## src/rtl/seg7_pkg.sv

```systemverilog
// Shared glyph constants, error code and capture FSM encoding for the
// multiplexed 7-segment capture path.
package seg7_pkg;

    // Segment order gfedcba, active-high
    localparam logic [6:0] SEG7_0 = 7'h3F;
    localparam logic [6:0] SEG7_1 = 7'h06;
    localparam logic [6:0] SEG7_2 = 7'h5B;
    localparam logic [6:0] SEG7_3 = 7'h4F;
    localparam logic [6:0] SEG7_4 = 7'h66;
    localparam logic [6:0] SEG7_5 = 7'h6D;
    localparam logic [6:0] SEG7_6 = 7'h7D;
    localparam logic [6:0] SEG7_7 = 7'h07;
    localparam logic [6:0] SEG7_8 = 7'h7F;
    localparam logic [6:0] SEG7_9 = 7'h6F;

    localparam logic [3:0] BCD_ERR = 4'hF;

    typedef enum logic [0:0] {
        COLLECT = 1'b0,
        HOLD    = 1'b1
    } seg7_state_e;

endpackage

```

## src/rtl/seg7_to_bcd.sv

```systemverilog
// Combinational glyph-to-BCD re-encoder; anything that is not a legal 0-9
// glyph reads back as 0xF with err set.
module seg7_to_bcd
    import seg7_pkg::*;
(
    input  logic [6:0] seg,
    output logic [3:0] bcd,
    output logic       err
);

    always_comb begin
        bcd = BCD_ERR;
        err = 1'b1;
        case (seg)
            SEG7_0: begin bcd = 4'd0; err = 1'b0; end
            SEG7_1: begin bcd = 4'd1; err = 1'b0; end
            SEG7_2: begin bcd = 4'd2; err = 1'b0; end
            SEG7_3: begin bcd = 4'd3; err = 1'b0; end
            SEG7_4: begin bcd = 4'd4; err = 1'b0; end
            SEG7_5: begin bcd = 4'd5; err = 1'b0; end
            SEG7_6: begin bcd = 4'd6; err = 1'b0; end
            SEG7_7: begin bcd = 4'd7; err = 1'b0; end
            SEG7_8: begin bcd = 4'd8; err = 1'b0; end
            SEG7_9: begin bcd = 4'd9; err = 1'b0; end
            default: begin bcd = BCD_ERR; err = 1'b1; end
        endcase
    end

endmodule

```

## src/rtl/seg7_scan_reader.sv

```systemverilog
// Watches a multiplexed 7-segment display, captures each stable glyph into its
// digit slot and hands complete BCD frames out over valid/ready.
module seg7_scan_reader
    import seg7_pkg::*;
#(
    parameter int NDIG       = 4,
    parameter int STABLE_CYC = 3
) (
    input  logic              clk,
    input  logic              rst_n,
    input  logic [6:0]        seg_i,
    input  logic [NDIG-1:0]   dig_sel_i,
    output logic [4*NDIG-1:0] frame_o,
    output logic [NDIG-1:0]   err_o,
    output logic              frame_valid_o,
    input  logic              frame_ready_i,
    output logic [0:0]        state_o
);

    // Handshake: a frame transfers on every rising edge where frame_valid_o
    // and frame_ready_i are both high; frame_o/err_o are stable while valid.

    localparam int CW = $clog2(STABLE_CYC + 1);
    localparam int IW = (NDIG > 1) ? $clog2(NDIG) : 1;

    localparam logic [0:0] ST_COLLECT = COLLECT;
    localparam logic [0:0] ST_HOLD    = HOLD;

    logic [6:0]        samp_seg;
    logic [NDIG-1:0]   samp_sel;
    logic [CW-1:0]     cnt;
    logic              captured;
    logic              fire;
    logic              match;
    logic              sel_legal;
    logic              fire_set;
    logic [IW-1:0]     idx;
    logic [3:0]        dec_bcd;
    logic              dec_err;

    logic [4*NDIG-1:0] work_bcd;
    logic [NDIG-1:0]   work_err;
    logic [NDIG-1:0]   seen;
    logic [NDIG-1:0]   seen_n;
    logic              seen_full;
    logic              load;
    logic [0:0]        state;

    assign match     = (seg_i == samp_seg) && (dig_sel_i == samp_sel);
    assign sel_legal = (samp_sel != '0) && ((samp_sel & (samp_sel - 1'b1)) == '0);
    // Arm the capture on the edge where the count reaches STABLE_CYC-1; the
    // slot is written one edge later from the still-held sample register.
    assign fire_set  = match && sel_legal && !captured && (cnt == CW'(STABLE_CYC - 2));

    always_comb begin
        idx = '0;
        for (int i = 0; i < NDIG; i++) begin
            if (samp_sel[i]) idx = IW'(i);
        end
    end

    seg7_to_bcd u_dec (
        .seg (samp_seg),
        .bcd (dec_bcd),
        .err (dec_err)
    );

    always_ff @(posedge clk or negedge rst_n) begin
        if (!rst_n) begin
            samp_seg <= '0;
            samp_sel <= '0;
            cnt      <= '0;
            captured <= 1'b0;
            fire     <= 1'b0;
        end else begin
            samp_seg <= seg_i;
            samp_sel <= dig_sel_i;
            fire     <= fire_set;
            if (!match || !sel_legal) begin
                cnt <= '0;
            end else if (cnt != CW'(STABLE_CYC)) begin
                cnt <= cnt + 1'b1;
            end
            if (!match) begin
                captured <= 1'b0;
            end else if (fire_set) begin
                captured <= 1'b1;
            end
        end
    end

    assign seen_full = &seen;
    assign load      = seen_full && ((state == ST_COLLECT) || frame_ready_i);

    // A capture landing on the load edge survives the clear and opens the next frame
    always_comb begin
        seen_n = load ? '0 : seen;
        if (fire) seen_n[idx] = 1'b1;
    end

    always_ff @(posedge clk or negedge rst_n) begin
        if (!rst_n) begin
            work_bcd <= '0;
            work_err <= '0;
            seen     <= '0;
        end else begin
            seen <= seen_n;
            if (fire) begin
                work_bcd[idx*4 +: 4] <= dec_bcd;
                work_err[idx]        <= dec_err;
            end
        end
    end

    always_ff @(posedge clk or negedge rst_n) begin
        if (!rst_n) begin
            state         <= ST_COLLECT;
            frame_o       <= '0;
            err_o         <= '0;
            frame_valid_o <= 1'b0;
        end else begin
            case (state)
                ST_COLLECT: begin
                    if (seen_full) begin
                        frame_o       <= work_bcd;
                        err_o         <= work_err;
                        frame_valid_o <= 1'b1;
                        state         <= ST_HOLD;
                    end
                end
                ST_HOLD: begin
                    if (frame_ready_i) begin
                        if (seen_full) begin
                            frame_o       <= work_bcd;
                            err_o         <= work_err;
                            frame_valid_o <= 1'b1;
                        end else begin
                            frame_valid_o <= 1'b0;
                            state         <= ST_COLLECT;
                        end
                    end
                end
                default: begin
                    state         <= ST_COLLECT;
                    frame_valid_o <= 1'b0;
                end
            endcase
        end
    end

    assign state_o = state;

endmodule

```

## config.mk

```make
export PLATFORM = sky130hd
export DESIGN_NAME = seg7_scan_reader
export DESIGN_NICKNAME = d
export VERILOG_FILES = /design/src/rtl/seg7_pkg.sv /design/src/rtl/seg7_to_bcd.sv /design/src/rtl/seg7_scan_reader.sv
export SDC_FILE = /design/constraint.sdc
export NUM_CORES = 1
export LEC_CHECK = 0
export ABC_CLOCK_PERIOD_IN_PS = 2400
export CORE_MARGIN = 2
export CORE_UTILIZATION = 55
export CTS_BUF_LIST = sky130_fd_sc_hd__clkbuf_4
export DETAILED_ROUTE_END_ITERATION = 10
export PLACE_DENSITY = 0.8
export SYNTH_ARGS = -nofsm -noshare
export SYNTH_HDL_FRONTEND = slang
export SYNTH_HIERARCHICAL = 1
export SYNTH_SLANG_ARGS = --single-unit
```

## constraint.sdc

```tcl
create_clock -name clk -period 2.4 [get_ports clk]
set_clock_uncertainty 0.1 [all_clocks]
set_input_delay 0.48 -clock clk [delete_from_list [all_inputs] [get_ports clk]]
set_output_delay 0.48 -clock clk [all_outputs]
set_load 0.02 [all_outputs]
```

* Word-level counts from Yosys, hierarchy flattened
Cells that the tools add are included.
** Word-level totals
- Register bits after elaboration :: 61
- Input bits :: 14
- Output and inout bits :: 22
- Logic and storage cells :: 84
** Cells by class
- Add/sub/neg operators :: 3
- Order comparisons :: 2
- Equality and inequality tests :: 17
- Shift-type cells :: 2
- Multiplexer cells :: 27
- Bitwise logic cells :: 3
- Reductions and logical operators :: 18
** Operator list (count)
- 7-bit == test, second input constant :: 7
- 4-bit one-hot mux with 10 select lines :: 1
- 4-bit negation with 34-bit output :: 1
- 4-bit by 34-bit variable shift with 16-bit output, first input constant :: 1
- 4-bit by 34-bit indexed part select with 16-bit output :: 1
- 16-bit two-way mux :: 2
- 16-bit one-hot mux with 2 select lines :: 1
- 16-bit bitwise mux :: 1
- 4-bit two-way mux :: 4
- 7-bit by 3-bit == test with 1-bit output, second input constant :: 2
- 10-bit OR reduction :: 1
- 1-bit two-way mux :: 9
- 2-bit two-way mux :: 4
- 4-bit one-hot mux with 2 select lines :: 1
- 7-bit by 6-bit == test with 1-bit output, second input constant :: 1
- 7-bit == test :: 1
- 1-bit logical AND :: 7
- 2-bit != test, second input constant :: 3
- 4-bit AND :: 1
- 4-bit bitwise mux :: 1
- 4-bit == test :: 1
- 4-bit zero test :: 1
- 4-bit OR :: 1
- 1-bit one-hot mux with 2 select lines :: 2
- 14 further kinds :: 17

* Longest topological paths before layout
- Depth in word-level cells :: 9
- Mapped depth :: 5
- Depth with buffers taken out :: 5

* By module
Netlist, hierarchy kept.
** By module, submodules not included
- seg7_scan_reader :: instances 1, cells an instance 158, area each 2412.3 sq um
- seg7_to_bcd :: instances 1, cells an instance 31, area each 214.0 sq um

* Worst setup path after synthesis
No wires, ideal clock.
- Path kind :: register to register
- From :: register samp_seg[4]
- To :: register work_bcd[0]
- Library setup time :: 0.125 ns
- Arrival :: 1.459 ns
- Required time :: 2.175 ns
- Setup slack :: 0.716 ns
- Stages on the path, launching flop included :: 6
- Buffers on the path :: 0
- Period minus slack after synthesis :: 1.684 ns
- Path through :: dfrtp_1 nor4b_1 and3_1 a211o_1 o21ai_1 mux2_2
** Between the ends
- Cells in the longest elaborated chain, start to end :: 4
- Elaborated cells on any way between the ends :: 13
- Classes of those cells :: eq/ne (10); shift (1); mux (2)
** Ends and longest elaborated chain
- start: declaration :: line seg7_scan_reader.sv:29 : logic [6:0] samp_seg;
- start signal: assignment :: line seg7_scan_reader.sv:76 : samp_seg <= seg_i;
- 7-bit == test (tied with other cells) :: line seg7_to_bcd.sv:14 : case (seg)
- 4-bit one-hot mux with 10 select lines * :: line seg7_to_bcd.sv:14
- via dec_bcd[0] :: line seg7_scan_reader.sv:38 : logic [3:0] dec_bcd;
- 4-bit by 34-bit indexed part select with 16-bit output * :: line seg7_scan_reader.sv:109 : work_bcd[idx*4 +: 4] <= dec_bcd;
- 16-bit bitwise mux * :: line seg7_scan_reader.sv:109
- end signal: assignment :: line seg7_scan_reader.sv:103 : work_bcd <= '0;
- end signal: indexed assignment :: line seg7_scan_reader.sv:109
- end: declaration :: line seg7_scan_reader.sv:41 : logic [4*NDIG-1:0] work_bcd;
The timed path passes the listed nets; every way through them passes the cells marked *.
A chain may end at the register's enable or synchronous reset.

* Worst setup path after layout
- From :: register samp_seg[4]
- To :: register work_bcd[3]
The elaborated chain is that of the path after synthesis.

==> impl_metrics.toml <==
[layout]
fin_area_sq_mm = 0.003166
num_antenna_cells = 0
fin_cells = 293
drive_gt1_frac = 0.3013
final_nets = 250
synthToLayoutAreaGrowth_pct = 20.53

[synth]
synth-seq-cells = 61
syn_area_per_cell_sq_um = 13.90
syn_inst = 189
synth.net_count = 205
yosysSeqAreaShare = 0.5812
synth_area_sq_mm = 0.002626
synth_area_leaders = "dfrtp_1 (58%), mux2_2 (17%), xor2_1 (4.3%)"
synth_cell_types = 40
synth.largest_area_cell = "dfrtp_1"
synth_top_cell_area_share = 0.5812
synth-warning-count = 6

[clock_tree]
clockBufferDepth = 2
clkTransAtPathRegs_ns = 0.10
htreeDepth = 3
cts_root_buf = "clkbuf_4"
postCtsSetupBuffers = 0
cts_tree = "yes"
clk-insertion-delay-late_ns = 0.40
cts_made_buffers = 9
clkSinkCount = 61

[critical_path]
crit_type = "flip-flop to flip-flop"
critPathLaunch = "samp_seg[4]$_DFF_PN0_"
crit_chain = "nor4b_1 > and3_1 > a211o_1 > o21ai_1 > mux2_2"
slowest_delay_ns = 0.49
cp-start-kind = "flip-flop"
worstPathArrival_ns = 2.19
crit_required_ns = 2.59
regToRegEndpoint = "work_bcd[3]$_DFFE_PN0P_"
r2r_slack_ns = 0.39
r2r_cells = 5
end_kind = "flip-flop"
crit_end = "work_bcd[3]$_DFFE_PN0P_"
rr_startpoint = "samp_seg[4]$_DFF_PN0_"
critical_path_peak_fanout = 9
critPathSlowestCell = "dfrtp_1"

[grt]
grt_pass1_vias = 1605
grt_use_met1 = 0.2491
grt_max_degree = 39
top_usage_layer = "met2"
grt_first_pass_wirelength_um = 7541
grtUsageTotal = 0.1904
met3_usage = 0.06768
antenna_found_initial = 0
met2_usage = 0.2873
gr-total-overflow = 0

[floorplan]
coreArea_sq_mm = 0.004661
die_area_sq_mm = 0.005344
die_h_um = 73.10
die_w_um = 73.10
initial_core_util = 0.5635
rows = 25
ios = 36

[placement]
dp_hpwl_um = 3210
port_buffers = 35
dpl.cell_count = 276
gp_congestion = 0.8449
placed_area_sq_mm = 0.003045

[sta]
setup_viol = 0
report.final.slew_viol_count = 0
worst-slew-pin-transition_ns = 0.5583
period_minus_slack_ns = 2.006
rsz0062_at_grt = "no"
period_share = 0.8358
tns_ns = 0
fmax_mhz = 498.5
hold_violations = 0
relSlewSlack = 0.6278

[power_and_ir_drop]
vdd_ir_drop_max_uv = 343.7
power.density_mw_per_mm2 = 550.9
power_leakage_uw = 0.001524

[detailed_routing]
drt_iter0_drc = 118
drtPass1Iterations = 4
num_vias = 1616
drc = 0
ant_nets = 0
wl_per_cell_um = 15.10
via_per_inst = 5.515
finalWirelength_um = 4425

[hold_path]
hp-start = "captured$_DFFE_PN0P_"
hold_depth = 1
hold_path_class = "flip-flop to flip-flop"

[outcome]
outcome = "finished clean"

[flow_run]
maxCapViolCount = 0
[Yosys cell counts (all sizes together)]
cell type / n
a211o: 2
a211oi: 1
a21o: 2
a21oi: 4
and2b: 1
and3: 3
and4: 1
and4b: 1
buf: 6
dfrtp: 61
ha: 2
inv: 4
mux2: 40
nand2: 10
nand2b: 1
nand3: 1
nand3b: 2
nand4: 3
nand4b: 1
nor2: 8
nor2b: 4
nor3: 2
nor3b: 1
nor4: 2
nor4b: 5
nor4bb: 1
o21ai: 4
o221ai: 2
xor2: 14
[power breakdown]
group	switching [uW]	total [uW]	internal (uW)	leakage [uW]
clock network	349	579	229	0.0000680
registers	22.8	1060	1040	0.000815
logic	55.9	105	49.2	0.000641
[how the worst min path moves through the flow]
stage / end / slack (ns)
finish: fire$_DFF_PN0_ / 0.36
floorplan: captured$_DFFE_PN0P_ / 0.08
detailed placement: fire$_DFF_PN0_ / 0.34
global route: fire$_DFF_PN0_ / 0.39
global placement: fire$_DFF_PN0_ / 0.33
CTS: fire$_DFF_PN0_ / 0.36
[cells by family (layout without fill, tap and decap cells)]
family,after synthesis,after routing,synth area share
flip-flops,61,61,0.5812
AND/OR/NAND/NOR,47,47,0.1277
multiplexers,40,40,0.1715
AO/OA/AOI/OAI,15,15,0.04097
XOR/XNOR,14,14,0.04955
buffers and inverters,10,60,0.01953
adder cells (fa/ha/maj),2,2,0.009527
[metrics by stage]
step / hold WS (ns) / power [uW] / setup slack, ns / utilization
2_1_floorplan: 0.08441 / 1125 / 0.7158 / -
3_3_place_gp: 0.3325 / 1183 / 0.3491 / 0.6534
3_5_place_dp: 0.3373 / 1186 / 0.3368 / 0.6534
4_1_cts: 0.3629 / 1763 / 0.4240 / 0.6792
5_1_grt: 0.3851 / 1829 / 0.2577 / 0.6792
6_report: 0.3560 / 1744 / 0.3940 / 0.6792
[final cells by class]
type	count	area (sq um)
sequential	61	1526
inverter	4	15.01
clock inverter	5	27.53
multi-input combinational	118	1049
fill	333	1495
clock buffer	11	82.58
tap	54	67.56
timing repair buffer	40	397.9
[state kept, by name, summed over array words and instances (netlist names)]
name,count
captured,1
cnt,2
err_o,4
fire,1
frame_o,16
frame_valid_o,1
samp_seg,7
samp_sel,4
seen,4
state_o,1
work_bcd,16
work_err,4
[placed cells by master, fill, tap and decap left out, types with 8 or more instances in the layout]
master,instances
xor2_1,13
nor2_1,8
clkdlybuf4s50_1,34
dfrtp_1,61
nand2_1,10
clkbuf_4,11
mux2_2,40
[metal layers]
layer	vias to the layer above	wire [um]	share of wire
li1	764	-	-
met1	785	2052	0.46
met2	57	2034	0.46
met3	10	261	0.059
met5	-	0	0
met4	0	77	0.017
[repair_timing]
action	CTS	global route
endpoints found under the hold margin	23	0
hold buffers	1	0
resized for setup	0	0
[critical path: cells and delay by family (launching register included)]
kind,cells,cell delay (ns)
compound gates,2,0.27
flops,1,0.49
mux,1,0.30
simple gates,2,0.73
(Power assumes the default switching activity.)
